$ cat config.mk
export PLATFORM = sky130hd
export DESIGN_NAME = bcd_xs3_seq_ctrl
export DESIGN_NICKNAME = d
export VERILOG_FILES = /design/src/rtl/bcd_xs3_pkg.sv /design/src/rtl/xs3_digit_conv.sv /design/src/rtl/bcd_xs3_seq_ctrl.sv
export SDC_FILE = /design/constraint.sdc
export NUM_CORES = 1
export LEC_CHECK = 0
export CAP_MARGIN = 30
export CELL_PAD_IN_SITES_DETAIL_PLACEMENT = 2
export CELL_PAD_IN_SITES_GLOBAL_PLACEMENT = 2
export CORE_ASPECT_RATIO = 1.1
export CORE_MARGIN = 4
export CORE_UTILIZATION = 34
export CTS_CLUSTER_SIZE = 30
export DETAILED_ROUTE_END_ITERATION = 10
export GPL_ROUTABILITY_DRIVEN = 0
export HOLD_SLACK_MARGIN = 0.03
export PLACE_DENSITY_LB_ADDON = 0.1
export REMOVE_ABC_BUFFERS = 1
export SYNTH_ARGS = -nofsm -noshare
export SYNTH_HDL_FRONTEND = slang
export SYNTH_HIERARCHICAL = 1
export SYNTH_SLANG_ARGS = --single-unit
$ cat constraint.sdc
create_clock -name clk -period 6.8 [get_ports clk]
set_clock_uncertainty 0.2 [all_clocks]
set_input_delay 1.7 -clock clk [delete_from_list [all_inputs] [get_ports clk]]
set_output_delay 1.7 -clock clk [all_outputs]
set_load 0.005 [all_outputs]
$ cat src/rtl/bcd_xs3_pkg.sv
// Shared definitions for the BCD-to-excess-3 sequencing controller.
//   DIGIT_W    : width of one BCD / excess-3 digit
//   XS3_OFFSET : excess-3 bias added to each digit
//   BCD_MAX    : largest legal BCD digit
//   state_t    : controller state encoding
package bcd_xs3_pkg;

  localparam int unsigned DIGIT_W    = 4;
  localparam logic [3:0]  XS3_OFFSET = 4'd3;
  localparam logic [3:0]  BCD_MAX    = 4'd9;

  typedef enum logic [1:0] {
    IDLE = 2'b00,
    CONV = 2'b01,
    DONE = 2'b10
  } state_t;

endpackage

$ cat src/rtl/xs3_digit_conv.sv
// Combinational single-digit BCD to excess-3 converter.
//   bcd : input digit (any 4-bit code)
//   xs3 : bcd + 3, wrapping mod 16 for codes 13..15
module xs3_digit_conv
  import bcd_xs3_pkg::*;
(
  input  logic [DIGIT_W-1:0] bcd,
  output logic [DIGIT_W-1:0] xs3
);

  assign xs3 = bcd + XS3_OFFSET;

endmodule

$ cat src/rtl/bcd_xs3_seq_ctrl.sv
// Sequencing controller: accepts a packed NDIGITS-digit BCD word, converts it
// one digit per cycle (LSD first) through a single shared xs3_digit_conv, and
// returns the packed excess-3 word over a valid/ready handshake.
// Optional macro BCD_XS3_ERRCHK_EN adds out_err_mask (per-digit code > 9 flag).
//   clk, rst_n            : clock, asynchronous active-low reset
//   in_valid/in_ready     : input handshake, in_bcd packed BCD (digit 0 = [3:0])
//   out_valid/out_ready   : output handshake, out_xs3 packed excess-3 result
//   busy                  : high while converting or holding a result
//   out_err_mask          : per-digit invalid-BCD flags (BCD_XS3_ERRCHK_EN only)
module bcd_xs3_seq_ctrl
  import bcd_xs3_pkg::*;
#(
  parameter int unsigned NDIGITS = 4
) (
  input  logic                   clk,
  input  logic                   rst_n,
  input  logic                   in_valid,
  output logic                   in_ready,
  input  logic [4*NDIGITS-1:0]   in_bcd,
  output logic                   out_valid,
  input  logic                   out_ready,
  output logic [4*NDIGITS-1:0]   out_xs3,
  output logic                   busy
`ifdef BCD_XS3_ERRCHK_EN
  ,
  output logic [NDIGITS-1:0]     out_err_mask
`endif
);

  // Index width is kept at least 1 so NDIGITS=1 still has a legal counter.
  localparam int unsigned IDX_W = (NDIGITS > 1) ? $clog2(NDIGITS) : 1;

  state_t                 state_q, state_d;
  logic [IDX_W-1:0]       idx_q;
  logic [4*NDIGITS-1:0]   word_q;
  logic [4*NDIGITS-1:0]   result_q;
  logic [DIGIT_W-1:0]     digit_in;
  logic [DIGIT_W-1:0]     digit_xs3;
  logic                   accept;
  logic                   last_digit;

  assign accept     = in_valid && in_ready;
  assign last_digit = (idx_q == IDX_W'(NDIGITS - 1));

  // Select the digit currently being converted.
  always_comb begin
    digit_in = '0;
    for (int unsigned i = 0; i < NDIGITS; i++) begin
      if (idx_q == IDX_W'(i)) digit_in = word_q[i*DIGIT_W +: DIGIT_W];
    end
  end

  xs3_digit_conv u_conv (
    .bcd (digit_in),
    .xs3 (digit_xs3)
  );

  always_ff @(posedge clk or negedge rst_n) begin
    if (!rst_n) state_q <= IDLE;
    else        state_q <= state_d;
  end

  always_comb begin
    state_d   = state_q;
    in_ready  = 1'b0;
    out_valid = 1'b0;
    busy      = 1'b0;
    unique case (state_q)
      IDLE: begin
        in_ready = 1'b1;
        if (in_valid) state_d = CONV;
      end
      CONV: begin
        busy = 1'b1;
        if (last_digit) state_d = DONE;
      end
      DONE: begin
        busy      = 1'b1;
        out_valid = 1'b1;
        if (out_ready) state_d = IDLE;
      end
      default: state_d = IDLE;
    endcase
  end

  always_ff @(posedge clk or negedge rst_n) begin
    if (!rst_n) begin
      idx_q    <= '0;
      word_q   <= '0;
      result_q <= '0;
    end else if (accept) begin
      idx_q    <= '0;
      word_q   <= in_bcd;
      result_q <= '0;
    end else if (state_q == CONV) begin
      for (int unsigned i = 0; i < NDIGITS; i++) begin
        if (idx_q == IDX_W'(i)) result_q[i*DIGIT_W +: DIGIT_W] <= digit_xs3;
      end
      if (!last_digit) idx_q <= idx_q + 1'b1;
    end
  end

  assign out_xs3 = result_q;

`ifdef BCD_XS3_ERRCHK_EN
  logic [NDIGITS-1:0] err_q;

  always_ff @(posedge clk or negedge rst_n) begin
    if (!rst_n) begin
      err_q <= '0;
    end else if (accept) begin
      err_q <= '0;
    end else if (state_q == CONV) begin
      for (int unsigned i = 0; i < NDIGITS; i++) begin
        if (idx_q == IDX_W'(i)) err_q[i] <= (digit_in > BCD_MAX);
      end
    end
  end

  assign out_err_mask = err_q;
`endif

endmodule

[Word level (Yosys, flattened, before mapping)]
Index checks and enable logic that the tools add are counted.
Storage, ports and cells
  register bits after elaboration: 36
  input bits: 20
  output and inout port bits: 19
  word-level logic and storage cells: 53
Operators by class
  add/sub/neg operators: 2
  equal/unequal tests: 9
  mux-type cells: 20
  reductions and logical operators: 15
Operators with widths (count)
  $mux W16: 2
  $mux W4: 8
  $mux W2: 6
  $reduce_and A2 Y1: 5
  $reduce_bool A2 Y1: 5
  $ne A2 B2 Y1 const B: 4
  $eq A2 B2 Y1 const B: 3
  $pmux W2 S3: 1
  $add A4 B2 Y4 const B: 1
  $eq A2 B1 Y1 const B: 2
  $logic_not A2 Y1: 2
  $mux W1: 3
  $reduce_and A3 Y1: 1
  $add A2 B1 Y2 const B: 1
  $reduce_or A2 Y1: 1
  $logic_and A1 B1 Y1: 1

[Longest topological paths before layout]
  word-level depth: 9
  depth in mapped cells: 10
  mapped depth without buffers: 10

[By module]
Netlist, hierarchy kept.
Modules (own cells, without submodules)
  bcd_xs3_seq_ctrl: instances 1, cells each 156, area an instance 1754.2 µm², seq. area each 900.9 µm²
  xs3_digit_conv: instances 1, cells each 7, area an instance 50.0 µm², seq. area each 0.0 µm²

[Worst setup path before layout]
Ideal clock, no wire load.
  path type: input to register
  start point: in in_valid
  end point: reg word_q[0]
  library setup time: 125 ps
  data arrival time: 2383 ps
  data required time: 6475 ps
  path slack: 4092 ps
  stages: 4
  buffers on the path: 2
  cell sequence: and2_4 -> buf_6 -> buf_12 -> mux2_4
On the way
  longest elaborated chain between the ends: 1
Ends and longest elaborated chain
  from (decl): RTL line bcd_xs3_seq_ctrl.sv:17  | input logic in_valid,
  $logic_and A1 B1 Y1: RTL line bcd_xs3_seq_ctrl.sv:42  | assign accept = in_valid && in_ready;
  to (signal assigned): RTL line bcd_xs3_seq_ctrl.sv:93  | word_q <= in_bcd;
  to (decl): RTL line bcd_xs3_seq_ctrl.sv:35  | logic [4*NDIGITS-1:0] word_q;
Every way passes these cells.
A chain may end at the register's enable or synchronous reset.

[Final worst setup path]
  start point: reg state_q[1]
  end point: out in_ready
On the way
  longest elaborated chain between the ends: 2
Ends and longest elaborated chain
  from (decl): RTL line bcd_xs3_seq_ctrl.sv:33  | state_t state_q, state_d;
  from (signal assigned): RTL line bcd_xs3_seq_ctrl.sv:60  | else state_q <= state_d;
  $logic_not A2 Y1: RTL line bcd_xs3_seq_ctrl.sv:68  | unique case (state_q)
  $mux W1: RTL line bcd_xs3_seq_ctrl.sv:68
  to (decl): RTL line bcd_xs3_seq_ctrl.sv:18  | output logic in_ready,
Every way passes these cells.

==> summary.md <==
| Metric | Value |
|---|---|
| R2r endpoint | `out_xs3[2]` |
| Met2 Track Usage GR | `26.2%` |
| Peak supply drop | `0.155 mV` |
| Peak Freq | `0.289 GHz` |
| Top post-synthesis cells by area | `sky130_fd_sc_hd__dfrtp_1 50%, sky130_fd_sc_hd__mux2_4 7.5%, sky130_fd_sc_hd__ha_1 6.2%, sky130_fd_sc_hd__nand2_1 5.2%, sky130_fd_sc_hd__a21oi_1 5.0%` |
| Shortest period the worst path allows | `3.46 ns` |
| Count of antenna-violating nets left after detailed routing | `0` |
| Number of buffers on the longest clock path | `2` |
| Initial antenna violation count | `0` |
| Leakage power total | `0.969 nW` |
| Met3 Use GR | `4.51%` |
| Worst-Skew Late Latency | `0.28 ns` |
| Hold Crit Start | `word_q[9]` |
| Total Routing Usage GR | `14.8%` |
| Synth unique cells | `26` |
| Relative max-transition margin | `50.4%` |
| Required time of the critical path | `4.90 ns` |
| Starting Density | `35.6%` |
| Power per cell area | `477 nW/um^2` |
| Worst reg2reg path depth | `10` |
| Class of the most critical hold timing path | `flop to flop` |
| Area growth syn-to-layout | `25.5%` |
| Vias in the first global route | `1,523` |
| Buffers added on ports | `38` |
| Wire length of the first global-routing pass | `7650 um` |
| Share of the clock period used by the worst path after layout | `50.9%` |
| Setup repair after global routing missed its margin | `false` |
| Total number of vias | `1,329` |
| Routed WL per cell | `17.2 um` |
| Final setup TNS | `0 ns` |
| Worst-path fanout max | `3` |
| Slack of the worst reg-to-reg path | `3.70 ns` |
| CTS tree | `yes` |
| Total setup buffers inserted after CTS | `0` |
| Die Ht | `84.4 um` |
| #FFs+latches synth | `36` |
| Proportion of layout cells with a drive suffix above 1 | `13.6%` |
| Critical Path End Type | `output port` |
| Maximum number of pins on one net before global-route repair | `37` |
| Register area share after synthesis | `49.9%` |
| Total number of yosys warnings | `6` |
| Detailed placement HPWL | `3240 um` |
| Worst hold path cell count | `1` |
| Hold buffers post-CTS | `0` |
| Path type of the worst setup path | `flop to output port` |
| Clock root cell | `sky130_fd_sc_hd__clkbuf_8` |
| Number of failing hold endpoints at the final stage | `0` |
| Share of the synthesized area in the top cell type | `49.9%` |
| Detailed-routing iteration count for the pre-antenna-repair pass | `4` |
| M1 GR Usage | `17.2%` |
| Status | `finished clean` |
| Cell count after synthesis | `163` |
| Via density per instance | `5.19` |
| Die Area | `6540 um^2` |
| Tightest Pin Transition | `0.745 ns` |
| Average instance area after synthesis | `11.1 um^2` |
| Synth area leader | `sky130_fd_sc_hd__dfrtp_1` |
| Area of the core | `5070 um^2` |
| Layout fillers | `529` |
| Total overflow reported by the global router | `0` |
| Number of max-capacitance violations reported | `0` |
| Number of gates given a new drive strength after cts | `0` |
| Fin nets | `229` |
| Diodes inserted | `0` |
| Count of clock tree sinks | `36` |
| Final total power | `1.08 mW` |
| Total buffers and inverters traversed by the critical path | `2` |
| Post-Route WL | `4400 um` |
| Clock transition at the register clock pins on the worst setup and hold paths after CTS | `0.07 ns` |
| Worst reg2reg path startpoint | `idx_q[1]` |
| Mapped cell area | `1800 um^2` |
| Final routed DRC violation total | `0` |
| Horiz. Die Dim | `77.5 um` |
| Worst hold endpoint | `word_q[9]` |
| Chain of cells forming the critical path | `inv_1 > ha_1 > clkdlybuf4s50_1` |
| Number of setup violations in the final report | `0` |
| Total count of max-transition violations in the final report | `0` |
| Arr. time, crit path | `1.56 ns` |
| I/O pin count | `39` |
| CTS Buf Count | `5` |
| Number of DRC violations after detailed-routing iteration 0 | `43` |
| Count of standard-cell rows | `27` |
| Critical path launch point type | `flop` |
| Worst path top cell family by delay | `buffers and inverters` |
| Highest-delay cell along the critical path | `sky130_fd_sc_hd__clkdlybuf4s50_1` |
| Global-route layer with the greatest usage | `met2` |
| Maximum cell stage delay along the critical path | `0.53 ns` |
| Count of H-tree levels built during CTS | `2` |
[cells in the mapped netlist]
| cell | count |
|---|---|
| sky130_fd_sc_hd__a21oi_1 | 18 |
| sky130_fd_sc_hd__mux2i_1 | 1 |
| sky130_fd_sc_hd__and2b_1 | 1 |
| sky130_fd_sc_hd__nand2_1 | 25 |
| sky130_fd_sc_hd__mux2_2 | 8 |
| sky130_fd_sc_hd__buf_6 | 2 |
| sky130_fd_sc_hd__nand3_1 | 16 |
| sky130_fd_sc_hd__clkbuf_1 | 2 |
| sky130_fd_sc_hd__a221oi_4 | 1 |
| sky130_fd_sc_hd__a221oi_1 | 3 |
| sky130_fd_sc_hd__o21ai_2 | 1 |
| sky130_fd_sc_hd__dfrtp_1 | 36 |
| sky130_fd_sc_hd__buf_12 | 1 |
| sky130_fd_sc_hd__nor2b_1 | 3 |
| sky130_fd_sc_hd__mux2_4 | 9 |
| sky130_fd_sc_hd__buf_1 | 1 |
| sky130_fd_sc_hd__and2_4 | 1 |
| sky130_fd_sc_hd__nor2b_4 | 1 |
| sky130_fd_sc_hd__inv_1 | 10 |
| sky130_fd_sc_hd__buf_2 | 3 |
| sky130_fd_sc_hd__xnor2_1 | 3 |
| sky130_fd_sc_hd__o31ai_1 | 3 |
| sky130_fd_sc_hd__nor2_1 | 2 |
| sky130_fd_sc_hd__ha_1 | 9 |
| sky130_fd_sc_hd__o21ai_0 | 2 |
| sky130_fd_sc_hd__a22o_1 | 1 |
[state kept, by name (all words and copies together) (netlist names)]
register,count
out_xs3,16
idx_q,2
state_q,2
word_q,16
[how the worst max path moves through the flow]
| stage | start | to | slack [ns] | depth (start not counted) |
|---|---|---|---|---|
| final | state_q[1] | in_ready | 3.34 | 3 |
| after global routing | state_q[0] | in_ready | 3.25 | 3 |
| after global placement | in_valid | word_q[11] | 3.47 | 3 |
| after CTS | state_q[1] | in_ready | 3.32 | 3 |
| after detailed placement | in_valid | word_q[15] | 3.41 | 3 |
| after floorplan | in_valid | word_q[11] | 4.06 | 2 |
[stage by stage]
step | worst slack, ns | area (um^2) | utilization, % | hold slack, ns | std cells
after global placement | 3.47 | 2200 | 43.3 | 0.299 | 251
after detailed placement | 3.41 | 2200 | 43.3 | 0.300 | 251
final | 3.34 | 2260 | 44.7 | 0.313 | 256
after floorplan | 4.06 | 1740 | - | 0.281 | 154
after global routing | 3.25 | 2260 | 44.7 | 0.338 | 256
after CTS | 3.32 | 2260 | 44.7 | 0.316 | 256
[power breakdown]
group	internal, mW	switching [mW]	total (mW)
clock network	0.0660	0.0689	0.135
logic	0.285	0.292	0.577
registers	0.310	0.0578	0.368
total	0.661	0.419	1.08
[layer usage]
metal / part of all wire, % / wire length (um)
met5: 0 / 0
met4: 1.3 / 57
met3: 3.9 / 171
met2: 53 / 2310
met1: 42 / 1860
[cells in the final DEF, fill, tap and decap left out, drive strengths merged, types with 2 or more instances in the layout]
master         count
o31ai              3
nand3             16
a221oi             4
mux2              17
xnor2              3
dfrtp             36
ha                 9
clkdlybuf4s50     38
clkbuf             5
nor2b              4
nand2             25
o21ai              3
inv               10
nor2               2
a21oi             18
[logic make-up (layout without fill, tap and decap cells)]
family / after synthesis / in the layout / share of synthesized area [%]
AND/OR/NAND/NOR: 49 / 49 / 12.8
AO/OA/AOI/OAI: 29 / 29 / 10.7
flip-flops: 36 / 36 / 49.9
buffers and inverters: 19 / 54 / 5.89
XOR/XNOR: 3 / 3 / 1.46
multiplexers: 18 / 18 / 13.0
adder cells (fa/ha/maj): 9 / 9 / 6.24
[area by class of cell]
cell class / instances / area, um^2 / share of cell area (%)
Sequential cell: 36 / 901 / 39.8
Clock buffer: 5 / 68.8 / 3.04
Tap cell: 58 / 72.6 / 3.20
Timing Repair Buffer: 39 / 388 / 17.1
Multi-Input combinational cell: 108 / 797 / 35.2
Inverter: 10 / 37.5 / 1.66
(Power assumes the default switching activity.)
